### config.mk
export PLATFORM = sky130hd
export DESIGN_NAME = operand_collector
export DESIGN_NICKNAME = d
export VERILOG_FILES = /design/src/rtl/calc_pkg.sv /design/src/rtl/calc_alu.sv /design/src/rtl/operand_collector.sv
export SDC_FILE = /design/constraint.sdc
export NUM_CORES = 1
export LEC_CHECK = 0
export CORE_MARGIN = 5
export CORE_UTILIZATION = 43
export CTS_CLUSTER_DIAMETER = 40
export DETAILED_ROUTE_END_ITERATION = 16
export GPL_ROUTABILITY_DRIVEN = 0
export PLACE_DENSITY = 0.72
export SLEW_MARGIN = 40
export SYNTH_ARGS = -nofsm -noshare
export SYNTH_HDL_FRONTEND = slang
export SYNTH_HIERARCHICAL = 1
export SYNTH_SLANG_ARGS = --single-unit
export TNS_END_PERCENT = 20
### constraint.sdc
create_clock -name clk -period 3.2 [get_ports clk]
set_clock_uncertainty 0.2 [all_clocks]
set_input_delay 0.64 -clock clk [delete_from_list [all_inputs] [get_ports clk]]
set_output_delay 0.64 -clock clk [all_outputs]
set_load 0.01 [all_outputs]
### src/rtl/calc_pkg.sv
// rtl/calc_pkg.sv - shared types and defaults for the calculator datapath
package calc_pkg;

  localparam int DIGITS  = 4;
  localparam int DIGIT_W = 4;

  typedef enum logic [1:0] {
    OP_ADD = 2'd0,
    OP_SUB = 2'd1,
    OP_AND = 2'd2,
    OP_OR  = 2'd3
  } op_t;

  localparam logic [1:0] ST_A   = 2'd0;
  localparam logic [1:0] ST_B   = 2'd1;
  localparam logic [1:0] ST_OP  = 2'd2;
  localparam logic [1:0] ST_RES = 2'd3;

endpackage

### src/rtl/calc_alu.sv
// rtl/calc_alu.sv - combinational unsigned ALU with carry/borrow output
module calc_alu
  import calc_pkg::*;
#(
  parameter int WIDTH = calc_pkg::DIGITS * calc_pkg::DIGIT_W
) (
  input  logic [WIDTH-1:0] a,
  input  logic [WIDTH-1:0] b,
  input  op_t              op,
  output logic [WIDTH-1:0] r,
  output logic             c
);

  logic [WIDTH:0] sum;

  assign sum = {1'b0, a} + {1'b0, b};

  always_comb begin
    r = '0;
    c = 1'b0;
    case (op)
      OP_ADD: begin
        r = sum[WIDTH-1:0];
        c = sum[WIDTH];
      end
      OP_SUB: begin
        r = a - b;
        c = (a < b);
      end
      OP_AND: r = a & b;
      OP_OR:  r = a | b;
      default: begin
        r = '0;
        c = 1'b0;
      end
    endcase
  end

endmodule

### src/rtl/operand_collector.sv
// rtl/operand_collector.sv - collects operands and op code from the entry sequencer,
// computes the result and selects the value shown on the display
module operand_collector #(
  parameter int DIGITS  = calc_pkg::DIGITS,
  parameter int DIGIT_W = calc_pkg::DIGIT_W
) (
  input  logic                      clk,
  input  logic                      rst,
  input  logic                      trigger_1,
  input  logic                      trigger_2,
  input  logic                      trigger_op,
  input  logic [1:0]                estado,
  input  logic [DIGIT_W-1:0]        sw_digit,
  input  logic [1:0]                sw_op,
  output logic [DIGITS*DIGIT_W-1:0] disp_value,
  output logic [2:0]                digits_a,
  output logic [2:0]                digits_b,
  output logic                      result_vld,
  output logic                      flag_c,
  output logic                      flag_z,
  output logic                      flag_n
);
  import calc_pkg::*;

  localparam int         W    = DIGITS * DIGIT_W;
  localparam logic [2:0] DMAX = 3'(DIGITS);

  logic [W-1:0] op_a_q, op_a_d, op_b_q, op_b_d, result_q, result_d;
  logic [2:0]   digits_a_q, digits_a_d, digits_b_q, digits_b_d;
  logic [1:0]   estado_q, estado_d;
  op_t          op_reg_q, op_reg_d;
  logic         result_vld_q, result_vld_d;
  logic         flag_c_q, flag_c_d, flag_z_q, flag_z_d, flag_n_q, flag_n_d;
  logic [W-1:0] alu_r;
  logic         alu_c;
  logic         new_entry, load_res;

  calc_alu #(.WIDTH(W)) u_alu (
    .a  (op_a_q),
    .b  (op_b_q),
    .op (op_reg_q),
    .r  (alu_r),
    .c  (alu_c)
  );

  assign new_entry = (estado == ST_A) && (estado_q == ST_RES);
  assign load_res  = (estado == ST_RES) && (estado_q == ST_OP);

  always_comb begin
    op_a_d       = op_a_q;
    op_b_d       = op_b_q;
    digits_a_d   = digits_a_q;
    digits_b_d   = digits_b_q;
    estado_d     = estado;
    op_reg_d     = op_reg_q;
    result_d     = result_q;
    result_vld_d = result_vld_q;
    flag_c_d     = flag_c_q;
    flag_z_d     = flag_z_q;
    flag_n_d     = flag_n_q;

    // The clear comes first so a digit strobed in the same cycle lands in the fresh operand.
    if (new_entry) begin
      op_a_d       = '0;
      op_b_d       = '0;
      digits_a_d   = '0;
      digits_b_d   = '0;
      result_vld_d = 1'b0;
      flag_c_d     = 1'b0;
      flag_z_d     = 1'b0;
      flag_n_d     = 1'b0;
    end

    if (trigger_1 && (digits_a_d < DMAX)) begin
      op_a_d     = {op_a_d[W-DIGIT_W-1:0], sw_digit};
      digits_a_d = digits_a_d + 3'd1;
    end
    if (trigger_2 && (digits_b_d < DMAX)) begin
      op_b_d     = {op_b_d[W-DIGIT_W-1:0], sw_digit};
      digits_b_d = digits_b_d + 3'd1;
    end

    if ((estado == ST_OP) && trigger_op) begin
      op_reg_d = op_t'(sw_op);
    end

    if (load_res) begin
      result_d     = alu_r;
      result_vld_d = 1'b1;
      flag_c_d     = alu_c;
      flag_z_d     = (alu_r == '0);
      flag_n_d     = alu_r[W-1];
    end
  end

  always_ff @(posedge clk or posedge rst) begin
    if (rst) begin
      op_a_q       <= '0;
      op_b_q       <= '0;
      digits_a_q   <= '0;
      digits_b_q   <= '0;
      estado_q     <= ST_A;
      op_reg_q     <= OP_ADD;
      result_q     <= '0;
      result_vld_q <= 1'b0;
      flag_c_q     <= 1'b0;
      flag_z_q     <= 1'b0;
      flag_n_q     <= 1'b0;
    end else begin
      op_a_q       <= op_a_d;
      op_b_q       <= op_b_d;
      digits_a_q   <= digits_a_d;
      digits_b_q   <= digits_b_d;
      estado_q     <= estado_d;
      op_reg_q     <= op_reg_d;
      result_q     <= result_d;
      result_vld_q <= result_vld_d;
      flag_c_q     <= flag_c_d;
      flag_z_q     <= flag_z_d;
      flag_n_q     <= flag_n_d;
    end
  end

  always_comb begin
    disp_value = '0;
    case (estado)
      ST_A:    disp_value = op_a_q;
      ST_B:    disp_value = op_b_q;
      ST_OP:   disp_value = {{(W-2){1'b0}}, op_reg_q};
      default: disp_value = result_vld_q ? result_q : '0;
    endcase
  end

  assign digits_a   = digits_a_q;
  assign digits_b   = digits_b_q;
  assign result_vld = result_vld_q;
  assign flag_c     = flag_c_q;
  assign flag_z     = flag_z_q;
  assign flag_n     = flag_n_q;

endmodule
==> run metrics <==
status finished, violations left; failing checks setup timing; Non-Filler Instances between 800 and 900; FF-to-FF Start op_b_q[1]$_DFF_PP0_; Vias/cell roughly 5.8; area grow syn2layout 22.8%; Period minus WS final 3.29 ns; hold depth 2; syn nets ~700; H-tree depth 3; Clk Latency, worst-skew pair 0.33 ns; Setup CP Type flop to flop; CORE AREA between 10,000 and 15,000 sq um; Fin. Hold Viols 0; R2R Setup Slk -0.09 ns; I/O pin count 39; maximum vdd drop 0.473 mV; Slew Limit Fails 0; drc violations 0; syn avg cell area 8.24 sq um; post-layout util 53.8%; largest net degree at the start of global routing 35; main flop type after synthesis dfrtp_1; pre-CTS setup slack -0.0466 ns; global-route wire length before repair between 20,000 and 25,000 um; Final ANT Viol Nets 0; Vias 5,016; CP max stage cell dfrtp_1; Fill cells around 1,100; Post-Place Cells 847; Final setup viols 2; die height ~120 um; WHS Endpoint result_q[7]$_DFFE_PP0P_; GRT Resource Usage Total 20.6%; Hold Startpoint result_q[7]$_DFFE_PP0P_; Rows 40; DRT Pass-1 Iters 5; Final period util 103%; Slew headroom 57.1%; cells along the critical path inv_1 -> ha_1 -> a211oi_2 -> o21ai_2 -> a31oi_2 -> nor2_1 -> o21bai_1 -> nor3_1 -> or3_1 -> nor4_1 -> nand3_1 -> o2bb2ai_1; clock sink count 62; RSZ-0062 raised after global routing true; Slew @ Worst Pin 0.643 ns; register area share after synthesis between 20% and 30%; leakage power between 0.002 and 0.003 uW; reg2reg end flag_z$_DFFE_PP0P_; Worst EP arrival 3.34 ns; hpwl dp roughly 12,000 um; Routed WL per cell 17.7 um; vias in the first global route between 4,000 and 5,000; crit path capture type flop; TritonCTS clock tree done; CP max stage delay around 0.44 ns; width of the die 120 um; Worst setup SP type flop; Synth Instances around 640; worst hold path class flop to flop; Register-to-Register Path Depth 12; clock tree buffer depth 2; Routed WL approximately 15,000 um; Worst EP required ~3.3 ns; number of diodes 0; initial antenna violation count 0; Num CTS Buffers 9; clock slew at reported path FFs 0.05 ns; setup ws final -0.0899 ns; die area 14,500 sq um; synth unique cells 71; PortBufs 38; P per Cell Area about 1200 nW/um^2; Iter 0 DRT Violations roughly 470; cts hold-fix bufs 0; CP max FO 4; nets@finish 779; EDFF count, synth 0; Yosys reg bits 62; Initial Util a little over two fifths; synthesized area roughly 5200 sq um; fmax 0.304 GHz; Yosys warning total 6; MaxCap Viol Count 0; layout cells sized above 1 ~16%; clock root cell clkbuf_16; Congestion Overflow GR 0; ys async rst share 100%
kinds of logic after synthesis:
family                     share of synthesized area, %
and+or+nand+nor                                    20.4
AOI/OAI and AO/OA                                  21.5
adders and majority gates                          13.2
buffers and inverters                              6.96
muxes                                              6.14
DFF                                                29.6
xor gates and xnor gates                           2.17
report_power, final:
| group | switching (uW) | internal (uW) | total, uW |
|---|---|---|---|
| Combinational | 2920 | 2380 | 5300 |
| Sequential | 353 | 1130 | 1480 |
| Clock | 341 | 518 | 859 |
| Total | 3620 | 4030 | 7640 |
through the flow:
stage	TNS, ns	hold slack (ns)	power [uW]	area [sq um]
after detailed placement	-0.258	0.266	6560	6120
after CTS	-0.0301	0.274	7450	6390
final	-0.103	0.280	7640	6430
after floorplan	0	0.237	4680	5240
after global placement	-0.0100	0.255	6360	6120
after global routing	-1.04	0.302	8180	6430
sequential cells by signal, summed over array words and instances (netlist names):
name and flops:
estado_q 2, op_a_q 16, digits_b 3, op_reg_q 2, op_b_q 16, digits_a 3
result_q 16, flag_c 1, result_vld 1, flag_n 1, flag_z 1
per-layer routing:
layer	share of wire (%)	global-route usage (%)	vias up
li1	-	-	2359
met1	42	25.3	2421
met2	50	35.8	188
met3	5.5	3.98	48
met4	3.2	8.22	0
met5	0	0	-
placed cells by master (no fill, tap or decap), types with 6 or more instances in the layout:
master           Yosys  routed
o22ai_1             14      14
mux2i_1             22      22
a21oi_1             42      41
ha_1                52      51
nand2b_1             9       9
o21bai_1             7       7
nor2_1              26      26
xnor2_1              8       8
clkdlybuf4s50_1      0      36
nand3_1             11      11
a211oi_1             7       7
nor4_1               6       6
a22o_1              14      14
inv_1               45      43
clkbuf_16            0       9
dfrtp_1             62      61
nand2_1            142     141
o21ai_0             26      26
nor3_1               6       6
and2_1               7       7
nor2b_1              6       6
o211ai_1             7       7
buf_4                5      62
o21ai_1              7       7
worst max-delay path, delay by kind of cell (launching register included):
family	cells	cell delay, ns
flops	1	0.44
simple gates	5	1.11
fa+ha+maj	1	0.33
buf+inv	1	0.09
compound gates	5	1.04
how the worst max path moves through the flow:
stage                        startpoint            endpoint  slack (ns)  depth (start not counted)
global placement              estado[0]      disp_value[15]      -0.008                          5
floorplan           op_a_q[0]$_DFF_PP0_  flag_z$_DFFE_PP0P_        0.18                         13
CTS                 op_a_q[0]$_DFF_PP0_  flag_z$_DFFE_PP0P_       -0.03                         13
detailed placement  op_a_q[0]$_DFF_PP0_  flag_z$_DFFE_PP0P_       -0.05                         13
global route        op_a_q[0]$_DFF_PP0_  flag_z$_DFFE_PP0P_       -0.29                         13
finish              op_b_q[1]$_DFF_PP0_  flag_z$_DFFE_PP0P_       -0.09                         12
Yosys cell counts, drive strengths merged, types with 3 or more instances:
cell	count	area share, %
o41ai	3	0.65
o21ai	35	3.5
buf	27	2.9
a22o	14	2.3
inv	45	3.2
mux4	3	1.3
mux2i	22	4.2
clkbuf	11	0.79
nor3	6	0.57
o31ai	3	0.53
xnor2	8	1.3
o22ai	14	1.7
xor2	5	0.84
a211oi	10	1.7
nand3	11	1.1
o211ai	7	1.0
nand2	142	10
mux2	3	0.65
nor4	7	0.96
o21bai	7	1.0
nor2	28	2.2
a21oi	44	4.3
ha	52	12
dfrtp	62	30
nor2b	7	0.88
nand2b	9	1.1
a21o	5	0.72
and2	7	0.84
a31oi	4	0.48
cell type report:
cell class	instances	area, sq um	share of cell area (%)
Clock buffer	11	233	3.62
Clock inverter	5	27.5	0.428
Inverter	45	169	2.63
Multi-Input combinational cell	490	3360	52.2
Sequential cell	62	1550	24.1
Tap cell	147	184	2.86
Timing Repair Buffer	104	906	14.1
what timing repair did:
| action | 4_1_cts | 5_1_grt |
|---|---|---|
| endpoints found under the setup margin | 15 | 17 |
| setup buffers | 0 | 1 |
| gates resized for setup | 4 | 8 |
| pin swaps | 1 | 10 |
(Power assumes the default switching activity.)
